[config.mk]
export PLATFORM = sky130hd
export DESIGN_NAME = ariane_clint_slice
export DESIGN_NICKNAME = d
export VERILOG_FILES = /design/src/rtl/clint_pkg.sv /design/src/rtl/ariane_clint_slice_sync.sv /design/src/rtl/ariane_clint_slice.sv
export SDC_FILE = /design/constraint.sdc
export NUM_CORES = 1
export LEC_CHECK = 0
export BUFFER_PORTS_ARGS = -buffer_cell sky130_fd_sc_hd__buf_2
export CELL_PAD_IN_SITES_DETAIL_PLACEMENT = 0
export CELL_PAD_IN_SITES_GLOBAL_PLACEMENT = 1
export CORE_MARGIN = 2
export CORE_UTILIZATION = 35
export CTS_BUF_LIST = sky130_fd_sc_hd__clkbuf_8
export DETAILED_ROUTE_END_ITERATION = 7
export PLACE_DENSITY_LB_ADDON = 0.12
export SYNTH_ARGS = -nofsm -noshare
export SYNTH_HDL_FRONTEND = slang
export SYNTH_SLANG_ARGS = --single-unit
[constraint.sdc]
create_clock -name clk_i -period 3.24 [get_ports clk_i]
set_input_delay 0.486 -clock clk_i [delete_from_list [all_inputs] [get_ports clk_i]]
set_output_delay 0.486 -clock clk_i [all_outputs]
set_load 0.02 [all_outputs]
[src/rtl/clint_pkg.sv]
// Shared definitions for the per-tile CLINT slice: register indices,
// reset constants and the byte-enable write merge helper.
package clint_pkg;

  // Register index decoded from addr_i[4:3].
  localparam logic [1:0] MSIP_IDX     = 2'd0;
  localparam logic [1:0] MTIMECMP_IDX = 2'd1;
  localparam logic [1:0] MTIME_IDX    = 2'd2;

  // mtimecmp resets to the maximum so the timer interrupt stays quiet
  // until software programs a real deadline.
  localparam logic [63:0] MTIMECMP_RST = 64'hFFFF_FFFF_FFFF_FFFF;

  // Replace the bytes of old_val selected by be with the matching bytes of new_val.
  function automatic logic [63:0] be_merge(input logic [63:0] old_val,
                                           input logic [63:0] new_val,
                                           input logic [7:0]  be);
    logic [63:0] res;
    res = old_val;
    for (int i = 0; i < 8; i++) begin
      if (be[i]) res[8*i +: 8] = new_val[8*i +: 8];
    end
    return res;
  endfunction

endpackage

[src/rtl/ariane_clint_slice_sync.sv]
// Two-flop synchronizer cell for a single slow asynchronous level.
module ariane_clint_slice_sync (
  input  logic clk_i,
  input  logic rst_ni,
  input  logic d_i,
  output logic q_o
);

  logic r_meta;
  logic r_sync;

  // Resample the asynchronous input twice to settle metastability.
  always_ff @(posedge clk_i or negedge rst_ni) begin
    if (!rst_ni) begin
      r_meta <= 1'b0;
      r_sync <= 1'b0;
    end else begin
      // NOTE: non-blocking assignments make both flops sample their pre-edge
      // inputs; blocking here would collapse the chain into a single stage.
      r_meta <= d_i;
      r_sync <= r_meta;
    end
  end

  assign q_o = r_sync;

endmodule

[src/rtl/ariane_clint_slice.sv]
// Core-local interruptor slice for one hart: mtime/mtimecmp/msip registers,
// RTC-driven time base and a single-cycle req/gnt/rvalid register port.
module ariane_clint_slice
  import clint_pkg::*;
#(
  parameter bit          RtcSync  = 1'b1,
  parameter logic [63:0] TimeIncr = 64'd1
) (
  input  logic        clk_i,
  input  logic        rst_ni,
  input  logic        rtc_i,
  input  logic        req_i,
  input  logic        we_i,
  input  logic [4:0]  addr_i,
  input  logic [63:0] wdata_i,
  input  logic [7:0]  be_i,
  output logic        gnt_o,
  output logic        rvalid_o,
  output logic [63:0] rdata_o,
  output logic        err_o,
  output logic        time_irq_o,
  output logic        ipi_o
);

  // ---------------------------------------------------------------------------
  // RTC synchronization and edge detection
  // ---------------------------------------------------------------------------
  logic       w_rtc_s;
  logic       r_rtc_q;
  logic [2:0] r_warm;
  logic       w_armed;
  logic       w_tick;

  generate
    if (RtcSync) begin : g_rtc_sync
      ariane_clint_slice_sync u_rtc_sync (
        .clk_i  (clk_i),
        .rst_ni (rst_ni),
        .d_i    (rtc_i),
        .q_o    (w_rtc_s)
      );
    end else begin : g_rtc_direct
      assign w_rtc_s = rtc_i;
    end
  endgenerate

  // Edge-detect flop plus a warm-up shift that marks when the pipeline
  // holds real samples, so an rtc_i already high at reset release is not
  // mistaken for a rising edge.
  always_ff @(posedge clk_i or negedge rst_ni) begin
    if (!rst_ni) begin
      r_rtc_q <= 1'b0;
      r_warm  <= 3'b000;
    end else begin
      r_rtc_q <= w_rtc_s;
      r_warm  <= {r_warm[1:0], 1'b1};
    end
  end

  // With the synchronizer, the edge flop sees a real sample only three
  // cycles after release; without it, one cycle is enough.
  assign w_armed = RtcSync ? r_warm[2] : r_warm[0];
  assign w_tick  = w_armed & w_rtc_s & ~r_rtc_q;

  // ---------------------------------------------------------------------------
  // Register port decode
  // ---------------------------------------------------------------------------
  logic [1:0] w_idx;
  logic       w_wr;
  logic       w_rd;
  logic       w_be_any;
  logic [2:0] w_unused_addr;

  assign w_idx         = addr_i[4:3];
  assign w_wr          = req_i & we_i;
  assign w_rd          = req_i & ~we_i;
  assign w_be_any      = |be_i;
  assign w_unused_addr = addr_i[2:0];

  // Every request is accepted in the cycle it is presented.
  assign gnt_o = req_i;

  // ---------------------------------------------------------------------------
  // Architectural registers
  // ---------------------------------------------------------------------------
  logic [63:0] r_mtime;
  logic [63:0] r_mtimecmp;
  logic        r_msip;

  logic [63:0] w_mtime_d;
  logic [63:0] w_mtimecmp_d;
  logic        w_msip_d;

  // Next-state selection: a software write to mtime overrides the tick for
  // the whole cycle, so the increment is never blended into unwritten bytes.
  always_comb begin
    // NOTE: every signal gets a default before any condition so no path
    // leaves it unassigned, which would otherwise infer a latch.
    w_mtime_d    = r_mtime;
    w_mtimecmp_d = r_mtimecmp;
    w_msip_d     = r_msip;

    if (w_wr && (w_idx == MTIME_IDX) && w_be_any) begin
      w_mtime_d = be_merge(r_mtime, wdata_i, be_i);
    end else if (w_tick) begin
      w_mtime_d = r_mtime + TimeIncr;
    end

    if (w_wr && (w_idx == MTIMECMP_IDX)) begin
      w_mtimecmp_d = be_merge(r_mtimecmp, wdata_i, be_i);
    end

    if (w_wr && (w_idx == MSIP_IDX) && be_i[0]) begin
      w_msip_d = wdata_i[0];
    end
  end

  // Register update; all three reset to their architectural values.
  always_ff @(posedge clk_i or negedge rst_ni) begin
    if (!rst_ni) begin
      r_mtime    <= 64'd0;
      r_mtimecmp <= MTIMECMP_RST;
      r_msip     <= 1'b0;
    end else begin
      r_mtime    <= w_mtime_d;
      r_mtimecmp <= w_mtimecmp_d;
      r_msip     <= w_msip_d;
    end
  end

  // ---------------------------------------------------------------------------
  // Response path
  // ---------------------------------------------------------------------------
  logic [63:0] w_rdata;
  logic        w_err;

  // Read mux over the pre-update register values of the grant cycle.
  always_comb begin
    w_rdata = 64'd0;
    w_err   = req_i & (w_idx == 2'd3);
    if (w_rd) begin
      unique case (w_idx)
        MSIP_IDX:     w_rdata = {63'd0, r_msip};
        MTIMECMP_IDX: w_rdata = r_mtimecmp;
        MTIME_IDX:    w_rdata = r_mtime;
        default:      w_rdata = 64'd0;
      endcase
    end
  end

  logic        r_rvalid;
  logic [63:0] r_rdata;
  logic        r_err;

  // One-cycle response for every accepted request, reads and writes alike.
  always_ff @(posedge clk_i or negedge rst_ni) begin
    if (!rst_ni) begin
      r_rvalid <= 1'b0;
      r_rdata  <= 64'd0;
      r_err    <= 1'b0;
    end else begin
      r_rvalid <= req_i;
      r_rdata  <= w_rdata;
      r_err    <= w_err;
    end
  end

  assign rvalid_o = r_rvalid;
  assign rdata_o  = r_rdata;
  assign err_o    = r_err;

  // ---------------------------------------------------------------------------
  // Interrupt outputs
  // ---------------------------------------------------------------------------
  logic r_time_irq;
  logic r_ipi;

  // Interrupt levels sampled from the settled registers, one cycle behind them.
  always_ff @(posedge clk_i or negedge rst_ni) begin
    if (!rst_ni) begin
      r_time_irq <= 1'b0;
      r_ipi      <= 1'b0;
    end else begin
      r_time_irq <= (r_mtime >= r_mtimecmp);
      r_ipi      <= r_msip;
    end
  end

  assign time_irq_o = r_time_irq;
  assign ipi_o      = r_ipi;

endmodule

==> reports/summary.md <==
- 1688 — count of non-filler cells in the finished layout
- flip-flop — Critical Path Sink Type
- 179.0 µm — vertical die dimension
- 0.4243 — share of the core filled with cells
- 0.03435 — met3 layer usage reported by global route
- 0 ns — Fin Setup TNS
- 12090 µm² — cell area after placement
- 3073 — Fillers
- 0 — Post-CTS Setup Repair Bufs
- 8955 — total number of vias
- reg -> reg — critical path class
- 9.876 µm² — post-synthesis area per instance
- 1618 — placed cell count
- 0 — number of setup violations in the final report
- 0.06 ns — CTS clk-pin slew, worst paths
- 0.321 — power share of the clock group
- 0 — YS warnings
- yes — TritonCTS clock tree
- 0.2919 mV — Worst IR Drop VDD
- 2.750 ns — clock period minus final worst setup slack
- 179.0 µm — die span in x
- 1232 — Mapped Nets
- 3.67 ns — Worst EP required
- 0.8411 — final estimated routing congestion in global placement
- met2 — peak-usage layer in the global routing report
- 0 — total inserted antenna cells
- 0.55 ns — Clock Latency Late Sink
- 0 — initial antenna violation count
- 3.18 ns — WP data arrival
- 0.4414 — worst slew margin relative to its limit
- 4 — maximum fanout along the worst path
- 19.39 µm — DR WL/cell
- 0 — quantity of hold-fixing buffers added after cts
- 1409 — net count of the finished layout
- 0.2078 — global-route usage over all layers
- 0.3531 — initial core utilization
- 620.1 nW/µm² — Power Density
- 0.3281 — Switching Share
- 7.986 mW — overall power of the completed layout
- no — unrepaired setup endpoints after global routing
- 5.366 mW — internal cell power
- 574 — Initial DRC Count
- 0.445 — register share of total power
- 0 — count of instances resized after the clock tree is built
- 363.6 MHz — Peak Freq
- negative hold slack — failing checks
- 0.4816 — fraction of the yosys area taken by sequential cells
- 147 — port bufs
- 0.8488 — Tcrit/Tclk final
- 203 — register bit total from synthesis
- 64 — Cell variety after synth
- 0 — max-slew violations
- 20.19% — growth of design area from synthesis to finish
- 5.305 — average vias per placed instance
- 23.36 mm — Post-DP HPWL
- 12880 µm² — summed area of non-filler cells in the final layout
- sky130_fd_sc_hd__or4_1 — Critical-path top delay cell
- 50.78 mm — wire length of the first global-routing pass
- 10720 µm² — synthesized cell area
- 3 — number of hold violations in the final report
- 2 — WP buf/inv
- sky130_fd_sc_hd__buf_2, sky130_fd_sc_hd__dfrtp_1, sky130_fd_sc_hd__nor2_1 — most frequent cells in the layout
- 30350 µm² — core area
- 5 — first-pass iteration count of the detailed router
- 0.8380 ns — slew of the pin with the lowest slew margin
- 38 — number of buffers inserted during clock tree synthesis
- 151 — IO Count
- sky130_fd_sc_hd__dfrtp_1 — top_reg_cell synth
- 203 — clock sink count
- 0.4898 ns — post-route setup slack
- 81 — largest net degree at the start of global routing
- 0 — Overflow after GRT
- 0 — number of antenna-violating nets in the routed design
- 32030 µm² — die area
- 2 — number of H-tree levels
- in -> async — classification of the worst-slack hold path
- -0.004064 ns — worst hold margin
- inv_1 > ha_1 > nand4_1 > or4_1 > a221oi_1 > buf_4 > a2111o_1 > a21oi_1 > o41ai_1 — Critical Path, Cell by Cell
- complete, but fails checks — status
- 1.000 — proportion of synthesized flip-flops having asynchronous set or reset
- 3 — CTS Buffer Depth
- 1085 — post-synthesis instance total
- 0.2893 — met1 routing resource usage after global routing
- 0 — count of maximum capacitance violations
- 8737 — vias in the first global route
- flip-flop — launching element type of the critical path
- 32.74 mm — Detailed Route WL
- 2.621 mW — NetSw
- 0.3341 — global-route met2 utilization
- 64 — number of cell rows
- 0 — post-detailed-route DRC marker count
- sky130_fd_sc_hd__clkbuf_8 — clock root buffer
- sky130_fd_sc_hd__buf_2 — most common cell after layout, fill and taps aside
- 5.857 nW — leakage power
- 0.234 — Combinational Power Share
- 0.2872 — share of cells above drive strength 1
- 0.01806 ns — Clock Skew
- 0.58 ns — Slowest Stage Delay on Critical Path
- compound AO/OA/AOI/OAI gates — kind of cell with the highest combined delay on the critical path
- 0.3603 ns — worst setup slack after placement
- 0 — number of enable-type register cells in the synthesized netlist
==> kinds of logic (layout without fill, tap and decap cells) <==
group / Yosys count / after routing / synth area share
AOI/OAI and AO/OA: 235 / 235 / 0.1538
xor gates and xnor gates: 5 / 5 / 0.004087
adders and majority gates: 65 / 65 / 0.07590
buffers and inverters: 118 / 325 / 0.04309
DFF: 203 / 203 / 0.4816
muxes: 61 / 61 / 0.06376
other: 1 / 1 / 0.0003500
and+or+nand+nor: 397 / 397 / 0.1775
==> area by class of cell <==
type	count	area [µm²]	area share
clock buffer	48	660.6	0.05130
clock inverter	22	127.6	0.009910
inverter	73	274.0	0.02128
multi-input combinational	764	5116	0.3973
sequential	203	5160	0.4007
tap	396	495.5	0.03847
timing repair buffer	182	1045	0.08112
==> worst paths after layout <==
check	slack, ns	startpoint	cells past startpoint	end
worst max-delay path	0.49	r_mtimecmp[14]	9	time_irq_o
worst max register to register	0.49	r_mtimecmp[14]	9	time_irq_o
worst min-delay path	-0.004	rst_ni	1	rdata_o[19]
worst min register to register	0.35	g_rtc_sync.u_rtc_sync.r_meta	0	g_rtc_sync.u_rtc_sync.q_o
min in group clk_i	0.06	rtc_i	1	g_rtc_sync.u_rtc_sync.r_meta
max in group asynchronous	2.38	rst_ni	2	r_mtimecmp[28]
==> layer usage <==
layer | vias up | wire [µm]
met2 | 200 | 15340
met4 | 0 | 721
met5 | - | 0
met3 | 50 | 1450
li1 | 4313 | -
met1 | 4392 | 15220
==> cell usage after synthesis, types with 4 or more instances <==
cell | instances | area [µm²]
sky130_fd_sc_hd__buf_1 | 6 | 22.52
sky130_fd_sc_hd__a22oi_1 | 64 | 480.5
sky130_fd_sc_hd__inv_1 | 73 | 274.0
sky130_fd_sc_hd__a211oi_1 | 24 | 180.2
sky130_fd_sc_hd__and4_1 | 11 | 96.34
sky130_fd_sc_hd__nand3_1 | 28 | 140.1
sky130_fd_sc_hd__nor2_1 | 127 | 476.7
sky130_fd_sc_hd__xnor2_1 | 4 | 35.03
sky130_fd_sc_hd__nor2b_1 | 4 | 25.02
sky130_fd_sc_hd__dfrtp_1 | 139 | 3478
sky130_fd_sc_hd__a221oi_1 | 4 | 35.03
sky130_fd_sc_hd__o311ai_0 | 5 | 43.79
sky130_fd_sc_hd__o21a_1 | 8 | 60.06
sky130_fd_sc_hd__a211o_1 | 4 | 35.03
sky130_fd_sc_hd__nor3_1 | 42 | 210.2
sky130_fd_sc_hd__or4_1 | 4 | 30.03
sky130_fd_sc_hd__clkbuf_1 | 36 | 135.1
sky130_fd_sc_hd__nand3b_1 | 4 | 30.03
sky130_fd_sc_hd__ha_1 | 65 | 813.3
sky130_fd_sc_hd__o211ai_1 | 8 | 60.06
sky130_fd_sc_hd__o21ai_0 | 26 | 130.1
sky130_fd_sc_hd__dfstp_2 | 64 | 1682
sky130_fd_sc_hd__nand2_1 | 97 | 364.1
sky130_fd_sc_hd__a21oi_1 | 43 | 215.2
sky130_fd_sc_hd__a311oi_1 | 7 | 61.31
sky130_fd_sc_hd__nor4_1 | 13 | 81.33
sky130_fd_sc_hd__and2_1 | 9 | 56.30
sky130_fd_sc_hd__and3_1 | 14 | 87.58
sky130_fd_sc_hd__or3_1 | 6 | 37.54
sky130_fd_sc_hd__nand2b_1 | 7 | 43.79
sky130_fd_sc_hd__nand4_1 | 18 | 112.6
sky130_fd_sc_hd__mux2_2 | 58 | 653.1
sky130_fd_sc_hd__o22ai_1 | 10 | 62.56
sky130_fd_sc_hd__a31oi_1 | 6 | 37.54
==> power groups by stage <==
stage	sequential [mW]	combinational (mW)	clock [mW]
after CTS	3.55	1.90	2.64
after detailed placement	3.59	1.89	0
after global routing	3.63	2.16	2.74
after global placement	3.58	1.86	0
final	3.55	1.87	2.56
after floorplan	3.51	1.26	0
==> flip-flops by register name, indices dropped and copies added, names as in the netlist <==
| name | count |
|---|---|
| err_o | 1 |
| g_rtc_sync.u_rtc_sync.q_o | 1 |
| g_rtc_sync.u_rtc_sync.r_meta | 1 |
| ipi_o | 1 |
| r_msip | 1 |
| r_mtime | 64 |
| r_mtimecmp | 64 |
| r_rtc_q | 1 |
| r_warm | 3 |
| rdata_o | 64 |
| rvalid_o | 1 |
| time_irq_o | 1 |
Power figures use the tool's default switching activity.
